## config.mk

```make
export PLATFORM = sky130hd
export DESIGN_NAME = bsg_link_sdr_rx_endpoint
export DESIGN_NICKNAME = d
export VERILOG_FILES = /design/src/rtl/bsg_link_sdr_rx_pkg.sv /design/src/rtl/bsg_link_sdr_rx_token_gen.sv /design/src/rtl/bsg_link_sdr_rx_endpoint.sv
export SDC_FILE = /design/constraint.sdc
export NUM_CORES = 1
export LEC_CHECK = 0
export BUFFER_PORTS_ARGS = -buffer_cell sky130_fd_sc_hd__buf_2
export CORE_ASPECT_RATIO = 1.2
export CORE_MARGIN = 2
export CORE_UTILIZATION = 64
export DETAILED_ROUTE_END_ITERATION = 16
export PLACE_DENSITY = 0.86
export SYNTH_ARGS = -nofsm -noshare
export SYNTH_HDL_FRONTEND = slang
export SYNTH_SLANG_ARGS = --single-unit
```

## constraint.sdc

```tcl
create_clock -name core_clk_i -period 4.6 [get_ports core_clk_i]
set_input_delay 0.92 -clock core_clk_i [delete_from_list [all_inputs] [get_ports core_clk_i]]
set_output_delay 0.92 -clock core_clk_i [all_outputs]
set_load 0.05 [all_outputs]
```

## src/rtl/bsg_link_sdr_rx_pkg.sv

```systemverilog
// bsg_link_sdr_rx_pkg
// Shared sizing helpers and the token FSM state type for the SDR link
// receive endpoint. The sizing functions take the two lg parameters, so every
// module that imports this package derives the same widths from them.
package bsg_link_sdr_rx_pkg;

  // Default configuration (width 16, 8-entry FIFO, one token per 2 words).
  localparam int unsigned LG_FIFO_DEPTH_DFLT = 3;
  localparam int unsigned LG_DECIMATION_DFLT = 1;

  // Number of FIFO entries.
  function automatic int unsigned fifo_depth(input int unsigned lg_depth);
    return 32'(1) << lg_depth;
  endfunction

  // FIFO pointer width: address bits plus one wrap bit for full/empty.
  function automatic int unsigned ptr_width(input int unsigned lg_depth);
    return lg_depth + 1;
  endfunction

  // Pending-token counter width; holds up to depth / 2^decimation.
  function automatic int unsigned pend_width(input int unsigned lg_depth,
                                             input int unsigned lg_dec);
    return lg_depth - lg_dec + 1;
  endfunction

  localparam int unsigned FIFO_DEPTH_DFLT = fifo_depth(LG_FIFO_DEPTH_DFLT);
  localparam int unsigned PTR_W_DFLT      = ptr_width(LG_FIFO_DEPTH_DFLT);
  localparam int unsigned PEND_W_DFLT     = pend_width(LG_FIFO_DEPTH_DFLT, LG_DECIMATION_DFLT);

  typedef enum logic {
    e_tok_low  = 1'b0,
    e_tok_high = 1'b1
  } tok_state_e;

endpackage

```

## src/rtl/bsg_link_sdr_rx_token_gen.sv

```systemverilog
// bsg_link_sdr_rx_token_gen
// Converts dequeue events into token pulses for the link sender: one pulse per
// 2^lg_credit_to_token_decimation_p dequeues. Pulses are one cycle high with
// at least one low cycle between them; a backlog of owed tokens drains at one
// pulse every two cycles.
// Ports:
//   core_clk_i      clock
//   core_reset_n_i  asynchronous active-low reset
//   yumi_i          one accepted dequeue this cycle
//   link_token_o    registered token pulse back to the sender
module bsg_link_sdr_rx_token_gen
  import bsg_link_sdr_rx_pkg::*;
#(
  parameter int unsigned lg_fifo_depth_p                 = LG_FIFO_DEPTH_DFLT,
  parameter int unsigned lg_credit_to_token_decimation_p = LG_DECIMATION_DFLT
) (
  input  logic core_clk_i,
  input  logic core_reset_n_i,
  input  logic yumi_i,
  output logic link_token_o
);

  localparam int unsigned PEND_W = pend_width(lg_fifo_depth_p, lg_credit_to_token_decimation_p);
  localparam int unsigned CRED_W = lg_credit_to_token_decimation_p;

  logic credit_wrap_c;

  // Credit counter: flags the dequeue that completes a decimation group.
  if (CRED_W == 0) begin : g_no_dec
    assign credit_wrap_c = yumi_i;
  end else begin : g_dec
    logic [CRED_W-1:0] credit_q, credit_d;

    always_comb begin
      credit_d = credit_q;
      if (yumi_i) credit_d = credit_q + CRED_W'(1);
    end

    always_ff @(posedge core_clk_i or negedge core_reset_n_i) begin
      if (!core_reset_n_i) credit_q <= '0;
      else                 credit_q <= credit_d;
    end

    assign credit_wrap_c = yumi_i && (credit_q == '1);
  end

  tok_state_e        state_q, state_d;
  logic [PEND_W-1:0] pend_q, pend_d;
  logic              token_q, token_d;
  logic              fire_c;

  // Next state: a group completing this cycle counts as owed immediately, so
  // it can be emitted without first passing through the pending counter.
  always_comb begin
    state_d = state_q;
    token_d = 1'b0;
    fire_c  = 1'b0;
    case (state_q)
      e_tok_low: begin
        if ((pend_q != '0) || credit_wrap_c) begin
          state_d = e_tok_high;
          token_d = 1'b1;
          fire_c  = 1'b1;
        end
      end
      e_tok_high: state_d = e_tok_low;
      default:    state_d = e_tok_low;
    endcase
    pend_d = pend_q + PEND_W'(credit_wrap_c) - PEND_W'(fire_c);
  end

  always_ff @(posedge core_clk_i or negedge core_reset_n_i) begin
    if (!core_reset_n_i) begin
      state_q <= e_tok_low;
      pend_q  <= '0;
      token_q <= 1'b0;
    end else begin
      state_q <= state_d;
      pend_q  <= pend_d;
      token_q <= token_d;
    end
  end

  assign link_token_o = token_q;

endmodule

```

## src/rtl/bsg_link_sdr_rx_endpoint.sv

```systemverilog
// bsg_link_sdr_rx_endpoint
// Single-clock receive end of the credit/token SDR link. Link words are
// registered, buffered in a 2^lg_fifo_depth_p-entry FIFO and offered to the
// core with valid/yumi; dequeues are returned to the sender as token pulses.
// Optional feature macro: BSG_LINK_SDR_RX_OVERFLOW_DET_EN
//   defined   - a word arriving while full (and no same-cycle dequeue) is
//               dropped and sets the sticky overflow_o flag
//   undefined - overflow_o is tied low and enqueue follows link valid only
// Ports:
//   core_clk_i      sole clock, link inputs sampled on it
//   core_reset_n_i  asynchronous active-low reset
//   link_v_i        incoming word valid
//   link_data_i     incoming word
//   link_token_o    token pulse back to sender
//   core_v_o        FIFO head valid
//   core_data_o     FIFO head data (don't-care when core_v_o=0)
//   core_yumi_i     core consumes head
//   overflow_o      sticky protocol-violation flag
module bsg_link_sdr_rx_endpoint
  import bsg_link_sdr_rx_pkg::*;
#(
  parameter int unsigned width_p                         = 16,
  parameter int unsigned lg_fifo_depth_p                 = LG_FIFO_DEPTH_DFLT,
  parameter int unsigned lg_credit_to_token_decimation_p = LG_DECIMATION_DFLT
) (
  input  logic               core_clk_i,
  input  logic               core_reset_n_i,
  input  logic               link_v_i,
  input  logic [width_p-1:0] link_data_i,
  output logic               link_token_o,
  output logic               core_v_o,
  output logic [width_p-1:0] core_data_o,
  input  logic               core_yumi_i,
  output logic               overflow_o
);

  localparam int unsigned DEPTH  = fifo_depth(lg_fifo_depth_p);
  localparam int unsigned PTR_W  = ptr_width(lg_fifo_depth_p);
  localparam int unsigned ADDR_W = lg_fifo_depth_p;

  if (lg_credit_to_token_decimation_p > lg_fifo_depth_p) begin : g_bad_dec
    $error("lg_credit_to_token_decimation_p must not exceed lg_fifo_depth_p");
  end
  if (lg_fifo_depth_p < 1) begin : g_bad_depth
    $error("lg_fifo_depth_p must be at least 1");
  end

  // Link input registers, no handshake.
  logic               link_v_q, link_v_d;
  logic [width_p-1:0] link_data_q, link_data_d;

  always_comb begin
    link_v_d    = link_v_i;
    link_data_d = link_data_i;
  end

  always_ff @(posedge core_clk_i or negedge core_reset_n_i) begin
    if (!core_reset_n_i) begin
      link_v_q    <= 1'b0;
      link_data_q <= '0;
    end else begin
      link_v_q    <= link_v_d;
      link_data_q <= link_data_d;
    end
  end

  // FIFO control; pointers carry an extra wrap bit to tell full from empty.
  logic [PTR_W-1:0] wr_ptr_q, wr_ptr_d;
  logic [PTR_W-1:0] rd_ptr_q, rd_ptr_d;
  logic             core_v_q, core_v_d;
  logic             enq_c, deq_c;

  // A yumi without a valid head is ignored.
  assign deq_c = core_yumi_i && core_v_q;

`ifdef BSG_LINK_SDR_RX_OVERFLOW_DET_EN
  logic full_c, drop_c;
  logic overflow_q, overflow_d;

  // Full still accepts a word when the head leaves in the same cycle.
  always_comb begin
    full_c     = (wr_ptr_q[PTR_W-1] != rd_ptr_q[PTR_W-1])
              && (wr_ptr_q[ADDR_W-1:0] == rd_ptr_q[ADDR_W-1:0]);
    enq_c      = link_v_q && (!full_c || deq_c);
    drop_c     = link_v_q && full_c && !deq_c;
    overflow_d = overflow_q || drop_c;
  end

  always_ff @(posedge core_clk_i or negedge core_reset_n_i) begin
    if (!core_reset_n_i) overflow_q <= 1'b0;
    else                 overflow_q <= overflow_d;
  end

  assign overflow_o = overflow_q;

`ifndef SYNTHESIS
  // Report only the first drop; the flag itself stays sticky.
  always_ff @(posedge core_clk_i) begin
    if (core_reset_n_i && drop_c && !overflow_q)
      $warning("bsg_link_sdr_rx_endpoint overflow error: word dropped at %0t", $time);
  end
`endif
`else
  assign enq_c      = link_v_q;
  assign overflow_o = 1'b0;
`endif

  always_comb begin
    wr_ptr_d = wr_ptr_q + PTR_W'(enq_c);
    rd_ptr_d = rd_ptr_q + PTR_W'(deq_c);
    core_v_d = (wr_ptr_d != rd_ptr_d);
  end

  always_ff @(posedge core_clk_i or negedge core_reset_n_i) begin
    if (!core_reset_n_i) begin
      wr_ptr_q <= '0;
      rd_ptr_q <= '0;
      core_v_q <= 1'b0;
    end else begin
      wr_ptr_q <= wr_ptr_d;
      rd_ptr_q <= rd_ptr_d;
      core_v_q <= core_v_d;
    end
  end

  // FIFO storage: data-only, no reset needed.
  logic [width_p-1:0] mem_q [DEPTH];

  always_ff @(posedge core_clk_i) begin
    if (enq_c) mem_q[wr_ptr_q[ADDR_W-1:0]] <= link_data_q;
  end

  assign core_v_o    = core_v_q;
  assign core_data_o = mem_q[rd_ptr_q[ADDR_W-1:0]];

  bsg_link_sdr_rx_token_gen #(
    .lg_fifo_depth_p                 (lg_fifo_depth_p),
    .lg_credit_to_token_decimation_p (lg_credit_to_token_decimation_p)
  ) u_token_gen (
    .core_clk_i     (core_clk_i),
    .core_reset_n_i (core_reset_n_i),
    .yumi_i         (deq_c),
    .link_token_o   (link_token_o)
  );

endmodule

```

==> results of run 1 <==
-- path summary, 6_finish.rpt --
| path | startpoint | slack (ns) | endpoint | cells past startpoint |
|---|---|---|---|---|
| setup reg to reg | rd_ptr_q[2] | 2.39 | core_v_o | 3 |
| hold reg to reg | u_token_gen.state_q | 0.44 | u_token_gen.state_q | 1 |
| max in group asynchronous | core_reset_n_i | 3.64 | u_token_gen.pend_q[1] | 1 |
| min in group asynchronous | core_reset_n_i | 0.47 | link_data_q[1] | 1 |
| setup / recovery | rd_ptr_q[0] | 1.11 | core_data_o[3] | 4 |
| hold / removal | u_token_gen.state_q | 0.44 | u_token_gen.state_q | 1 |
-- kinds of logic after synthesis --
logic type / synth area share [%]
flops: 76.9
mux: 16.8
simple gates: 1.52
buf+inv: 1.46
xor+xnor: 1.60
fa+ha+maj: 1.58
other cells: 0.0625
compound gates: 0.0833
-- cell type report --
type	count	share of cell area [%]
multi-input combinational	87	19.0
tap	120	2.16
clock buffer	20	6.13
timing repair buffer	45	3.53
sequential	159	66.6
inverter	3	0.162
clock inverter	12	2.43
-- flip-flops by register name, summed over array words and instances (netlist names) --
register                    count
mem_q                         128
link_data_q                    16
rd_ptr_q                        4
wr_ptr_q                        4
u_token_gen.pend_q              3
core_v_o                        1
enq_c                           1
u_token_gen.g_dec.credit_q      1
u_token_gen.state_q             1
-- where the power goes --
group / total [mW] / switching (mW) / internal (mW) / leakage, nW
combinational: 1.57 / 0.981 / 0.588 / 0.719
clock: 1.40 / 0.520 / 0.876 / 0.288
sequential: 1.96 / 0.151 / 1.81 / 1.52
-- metal layers --
layer / wire [um] / share of wire (%) / up-vias
met5: 0 / 0 / -
met4: 248 / 2.3 / 0
met2: 5660 / 52 / 70
met1: 4430 / 41 / 1403
li1: - / - / 1180
met3: 448 / 4.2 / 21
-- worst reg2reg max path, stage by stage, from the launching register on --
cell and delay, ns:
dfrtp_1 0.97, xor2_1 0.28, xor2_1 0.24, or4_1 0.57
-- cell usage in the layout (no fill, tap or decap) --
cell type	Yosys	routed
clkbuf_16	0	16
nand3_1	2	2
nor2_1	6	6
edfxtp_1	128	128
buf_4	1	8
conb_1	1	1
fa_1	1	1
mux2_2	16	16
dfrtp_1	31	31
clkbuf_8	0	1
clkinv_4	0	1
nand2_1	3	3
clkbuf_1	5	3
nor3_4	0	2
buf_2	1	37
mux4_1	28	28
nand2b_1	3	3
nor3_1	3	1
xnor2_1	4	4
clkinv_2	0	5
ha_1	6	6
or4_1	1	1
mux4_2	4	4
bufinv_16	0	4
clkinvlp_4	0	2
xor2_1	7	7
a21oi_1	1	1
and2_1	1	1
inv_1	3	3
-- per-stage QoR --
step / instance area, um^2 / hold WS, ns / instances / setup WS, ns
floorplan: 6000 / 0.441 / 260 / 2.09
global placement: 6350 / 0.431 / 414 / 1.75
detailed placement: 6350 / 0.431 / 414 / 1.71
CTS: 6940 / 0.442 / 446 / 1.08
global route: 6940 / 0.468 / 446 / 1.01
finish: 6940 / 0.441 / 446 / 1.11
==> summary.md, run 1 <==
| Metric | Value |
|---|---|
| Synth Warn # | 0 |
| Post-CTS Resized | 0 |
| PD cells | 709 nW/um^2 |
| Grt ovf | 0 |
| Post-synth EDFFs | 128 |
| Max-Cap Viols | 0 |
| Syn avg cell area | 23.1 um^2 |
| Remaining DRCs | 0 |
| Max Fclk | 287 MHz |
| Cts hold-fix bufs | 0 |
| Routability Congestion | 0.693 |
| Synthesized cell area | 6000 um^2 |
| Final hold violation count | 0 |
| Die Wd | 92.4 um |
| Overall track demand over capacity in global routing | between 20% and 30% |
| Chip Height | 110 um |
| Crit path max-delay family | multiplexers |
| Antenna violations before repair | 0 |
| CTS tree | yes |
| Critical-path cell list | buf_4 -> mux4_1 -> mux2_2 -> buf_2 |
| H-tree Lvls | 4 |
| Multi-input gate area | 1320 um^2 |
| Critical path buffers and inverters | 2 |
| Syn nets | 287 |
| Layout cell share with drive strength beyond 1 | 29.4% |
| Worst EP arrival | 2.57 ns |
| Vias in the first global route | 2783 |
| Area of the core | 9080 um^2 |
| Critical Path Sink Type | output port |
| Seq/Total Area, Yosys | about three quarters |
| Router iterations before antenna repair | 4 |
| Nets | 340 |
| Max-slew violations | 0 |
| Top Usage Layer GRT | met2 |
| Period minus WS final | between 3 and 4 ns |
| Initial DRC Count | 184 |
| Num CTS Buffers | 17 |
| Fin util | 76.4% |
| Commonest cells in the netlist | edfxtp_1 (128), dfrtp_1 (31), mux4_1 (28), mux2_2 (16), xor2_1 (7) |
| CP peak stage delay | ~0.68 ns |
| Core Rows | 38 |
| Critical Path Start Type | register |
| Input/output buffers | 37 |
| Critical path class | register to output port |
| Cell taking the most area after synthesis | edfxtp_1 |
| Register area | 4620 um^2 |
| CTS Sinks | 159 |
| Fill cells | 464 |
| Rel. slew slack | 31.3% |
| Clock Pin Slew Worst Setup and Hold Paths | 0.06 ns |
| Synth async-reset ratio | 19.5% |
| WL per Instance | 24.2 um |
| Clock Latency Late Sink | 0.53 ns |
| DIE AREA | between 10000 and 15000 um^2 |
| Diodes inserted | 0 |
| Area contributors post-synth | edfxtp_1 (64%), dfrtp_1 (13%), mux4_1 (12%) |
| Layout Skew | 0.00576 ns |
| Largest net degree at the start of global routing | 33 |
| Post-Syn Instances | 260 |
| ANT nets after route | 0 |
| Top-count cell post-synth | edfxtp_1 |
| P&R area growth vs syn | 15.6% |
| Setup violators final | 0 |
| GR met3 Demand/Resource | approximately 6.1% |
| Path type of the worst min-delay path | register to register |
| CP max-delay cell | mux4_1 |
| Lkg Pwr | 2.53 nW |
| Drt via density | 6.00 |
| Synth top area share | 64.0% |
| Netlist cell types | 23 |
| Slew @ Worst Pin | approximately 1.0 ns |
| Root Driver | clkbuf_8 |
| Detailed-route via count | 2674 |
| I/O pins | 39 |
| Initial Utilization | 66.1% |
| Post-CTS Setup Inserts | 0 |
| Routed WL | 10.8 mm |
| Worst EP required | roughly 3.7 ns |
| First-pass GRT wire length | 16.5 mm |
| Run status | finished, final reports clean |
| Pwr Total | 4.92 mW |
| Synth Register Bits | 159 |
| Post-DP HPWL | 5.31 mm |
| RSZ-0062 raised after global routing | false |
| M1 GR Usage | between 30% and 40% |
| Crit path max fanout | 32 |
| Final period util | 75.8% |
| VDD IR max | 0.000469 V |
| Setup TNS | 0 ns |
| Ys flop type | edfxtp_1 |
| Met2 Usage GRT | 38.6% |
| CTS Buffer Depth | 2 |
Note: power is estimated with default switching activity, not from simulation.
==> inputs of run 2 (changes only) <==
--- a/config.mk
+++ b/config.mk
@@ -8,9 +8,9 @@
 export BUFFER_PORTS_ARGS = -buffer_cell sky130_fd_sc_hd__buf_2
 export CORE_ASPECT_RATIO = 1.2
 export CORE_MARGIN = 2
-export CORE_UTILIZATION = 64
+export CORE_UTILIZATION = 59
 export DETAILED_ROUTE_END_ITERATION = 16
-export PLACE_DENSITY = 0.86
+export PLACE_DENSITY = 0.8
 export SYNTH_ARGS = -nofsm -noshare
 export SYNTH_HDL_FRONTEND = slang
 export SYNTH_SLANG_ARGS = --single-unit
==> constraint.sdc (replaced) <==
create_clock -name core_clk_i -period 3.4 [get_ports core_clk_i]
set_input_delay 0.68 -clock core_clk_i [delete_from_list [all_inputs] [get_ports core_clk_i]]
set_output_delay 0.68 -clock core_clk_i [all_outputs]
set_load 0.05 [all_outputs]
==> run 2 against run 1 <==
Combinational power grew 38%. Die area grew 8.1%. Final area grew 1.3%. Flip-flop and latch count is the same. Cell count grew 2.0%. Sequential power grew 33%. Highest routed layer unchanged.
==> summary.md, run 2 (synthesized netlist as in run 1, its figures left out) <==
| Metric | Value |
|---|---|
| Core Rows | 40 |
| Sequential power share | about two fifths |
| Root Driver | clkbuf_16 |
| Final Instance Area | 7030 um^2 |
| DIE AREA | 11000 um^2 |
| Rel. slew slack | 38.5% |
| P&R area growth vs syn | 17.0% |
| Sw power | 2.21 mW |
| Initial DRC Count | between 200 and 250 |
| Max Fclk | 331 MHz |
| VDD IR max | ~0.00068 V |
| DP Worst Slack | 0.838 ns |
| Switching Fraction | 32.8% |
| Critical Path Start Type | register |
| Setup violators final | 0 |
| PD cells | 962 nW/um^2 |
| Area of the core | 9960 um^2 |
| Antenna violations before repair | 0 |
| Clock Pin Slew Worst Setup and Hold Paths | 0.06 ns |
| Critical path buffers and inverters | 2 |
| Layout cell share with drive strength beyond 1 | 30.7% |
| Detailed-route via count | 2658 |
| Routed WL | between 10 and 15 mm |
| Setup TNS | 0 ns |
| CP peak stage delay | 0.61 ns |
| Largest net degree at the start of global routing | 33 |
| Post-CTS Resized | 0 |
| Final period util | 88.9% |
| Lkg Pwr | between 2 and 3 nW |
| RSZ-0062 raised after global routing | false |
| Cts hold-fix bufs | 0 |
| Largest register FFs | ~130 |
| Routability Congestion | 0.694 |
| CP max-delay cell | mux4_1 |
| Crit path max-delay family | multiplexers |
| Commonest cells after routing, fill and taps aside | edfxtp_1 (128), buf_2 (37), dfrtp_1 (31), mux4_1 (28), clkbuf_16 (17) |
| Crit path max fanout | 29 |
| Final hold violation count | 0 |
| I/O pins | 39 |
| Path type of the worst min-delay path | input port to async pin |
| Overall track demand over capacity in global routing | between 20% and 30% |
| First-pass GRT wire length | 15.5 mm |
| Most common cell after layout, fill and taps aside | edfxtp_1 |
| Num CTS Buffers | 17 |
| Worst EP required | 2.72 ns |
| Chip Height | 115 um |
| CTS Sinks | 159 |
| WL per Instance | 22.3 um |
| Max-slew violations | 0 |
| Area post-placement | 6390 um^2 |
| Worst EP arrival | 2.34 ns |
| Grt ovf | 0 |
| Diodes inserted | 0 |
| Clock Latency Late Sink | 0.42 ns |
| Router iterations before antenna repair | 4 |
| Pint | 4.54 mW |
| Layout Skew | 0.00780 ns |
| Final hold slack | 0.303 ns |
| Fin util | 70.6% |
| Post-CTS Setup Inserts | 0 |
| Slew @ Worst Pin | 0.918 ns |
| Post-DP HPWL | 5.75 mm |
| H-tree Lvls | 4 |
| Remaining DRCs | 0 |
| Worst Setup Slack, final | 0.377 ns |
| Clock power share | 29.6% |
| ANT nets after route | 0 |
| Die Wd | 96.1 um |
| Vias in the first global route | 2768 |
| Critical path class | register to output port |
| Critical-path cell list | buf_12 -> mux4_1 -> mux2_2 -> buf_2 |
| Period minus WS final | around 3.0 ns |
| CTS Buffer Depth | 2 |
| Logic pwr share | 32.0% |
| Drt via density | 5.84 |
| Initial Utilization | 60.3% |
| Input/output buffers | 37 |
| Max-Cap Viols | 0 |
| CTS tree | yes |
| Critical Path Sink Type | output port |
| Run status | finished, final reports clean |
| Nets | approximately 340 |
[run 2: changes by cell type in the layout (fill, tap and decap cells not counted), sizes merged]
cell,previous run,this run
clkinvlp,2,3
clkinv,6,4
buf,45,48
inv,3,4
[run 2: cell type report]
type                    instances  area [um^2]
fillers                       566         2930
multi-input cells              87         1310
well taps                     126          158
flip-flops and latches        159         4620
repair buffers                 48          293
inverters                       3         11.3
clock buffers                  20          457
clock inverters                12          183
[run 2: per-stage QoR]
stage               total power, mW  cells
floorplan                      4.32    260
global placement               4.75    423
detailed placement             4.80    423
CTS                            6.83    455
global route                   7.05    455
finish                         6.76    455
[run 2: power groups by stage]
stage	clock network, mW	registers (mW)	logic, mW
floorplan	0	2.59	1.72
global placement	0	2.61	2.15
detailed placement	0	2.63	2.18
CTS	2.03	2.60	2.20
global route	2.12	2.62	2.31
finish	2.00	2.60	2.16
[run 2: metal layers]
layer / global-route usage (%) / vias to the layer above / routed length, um
li1: - / 1180 / -
met4: 8.67 / 0 / 141
met3: 7.50 / 8 / 621
met2: 32.3 / 95 / 5190
met5: 0 / - / 0
met1: 27.4 / 1375 / 4180
[run 2: final timing paths]
check                                     from                    end  slack [ns]  cells after the start
max reg2reg                           core_v_o  u_token_gen.pend_q[2]        1.31                     10
max                                rd_ptr_q[0]         core_data_o[3]        0.38                      4
min                             core_reset_n_i         link_data_q[9]        0.30                      1
min reg2reg                u_token_gen.state_q    u_token_gen.state_q        0.44                      1
max in group asynchronous       core_reset_n_i        link_data_q[12]        2.60                      1
min in group core_clk_i        link_data_i[13]        link_data_q[13]        0.36                      1
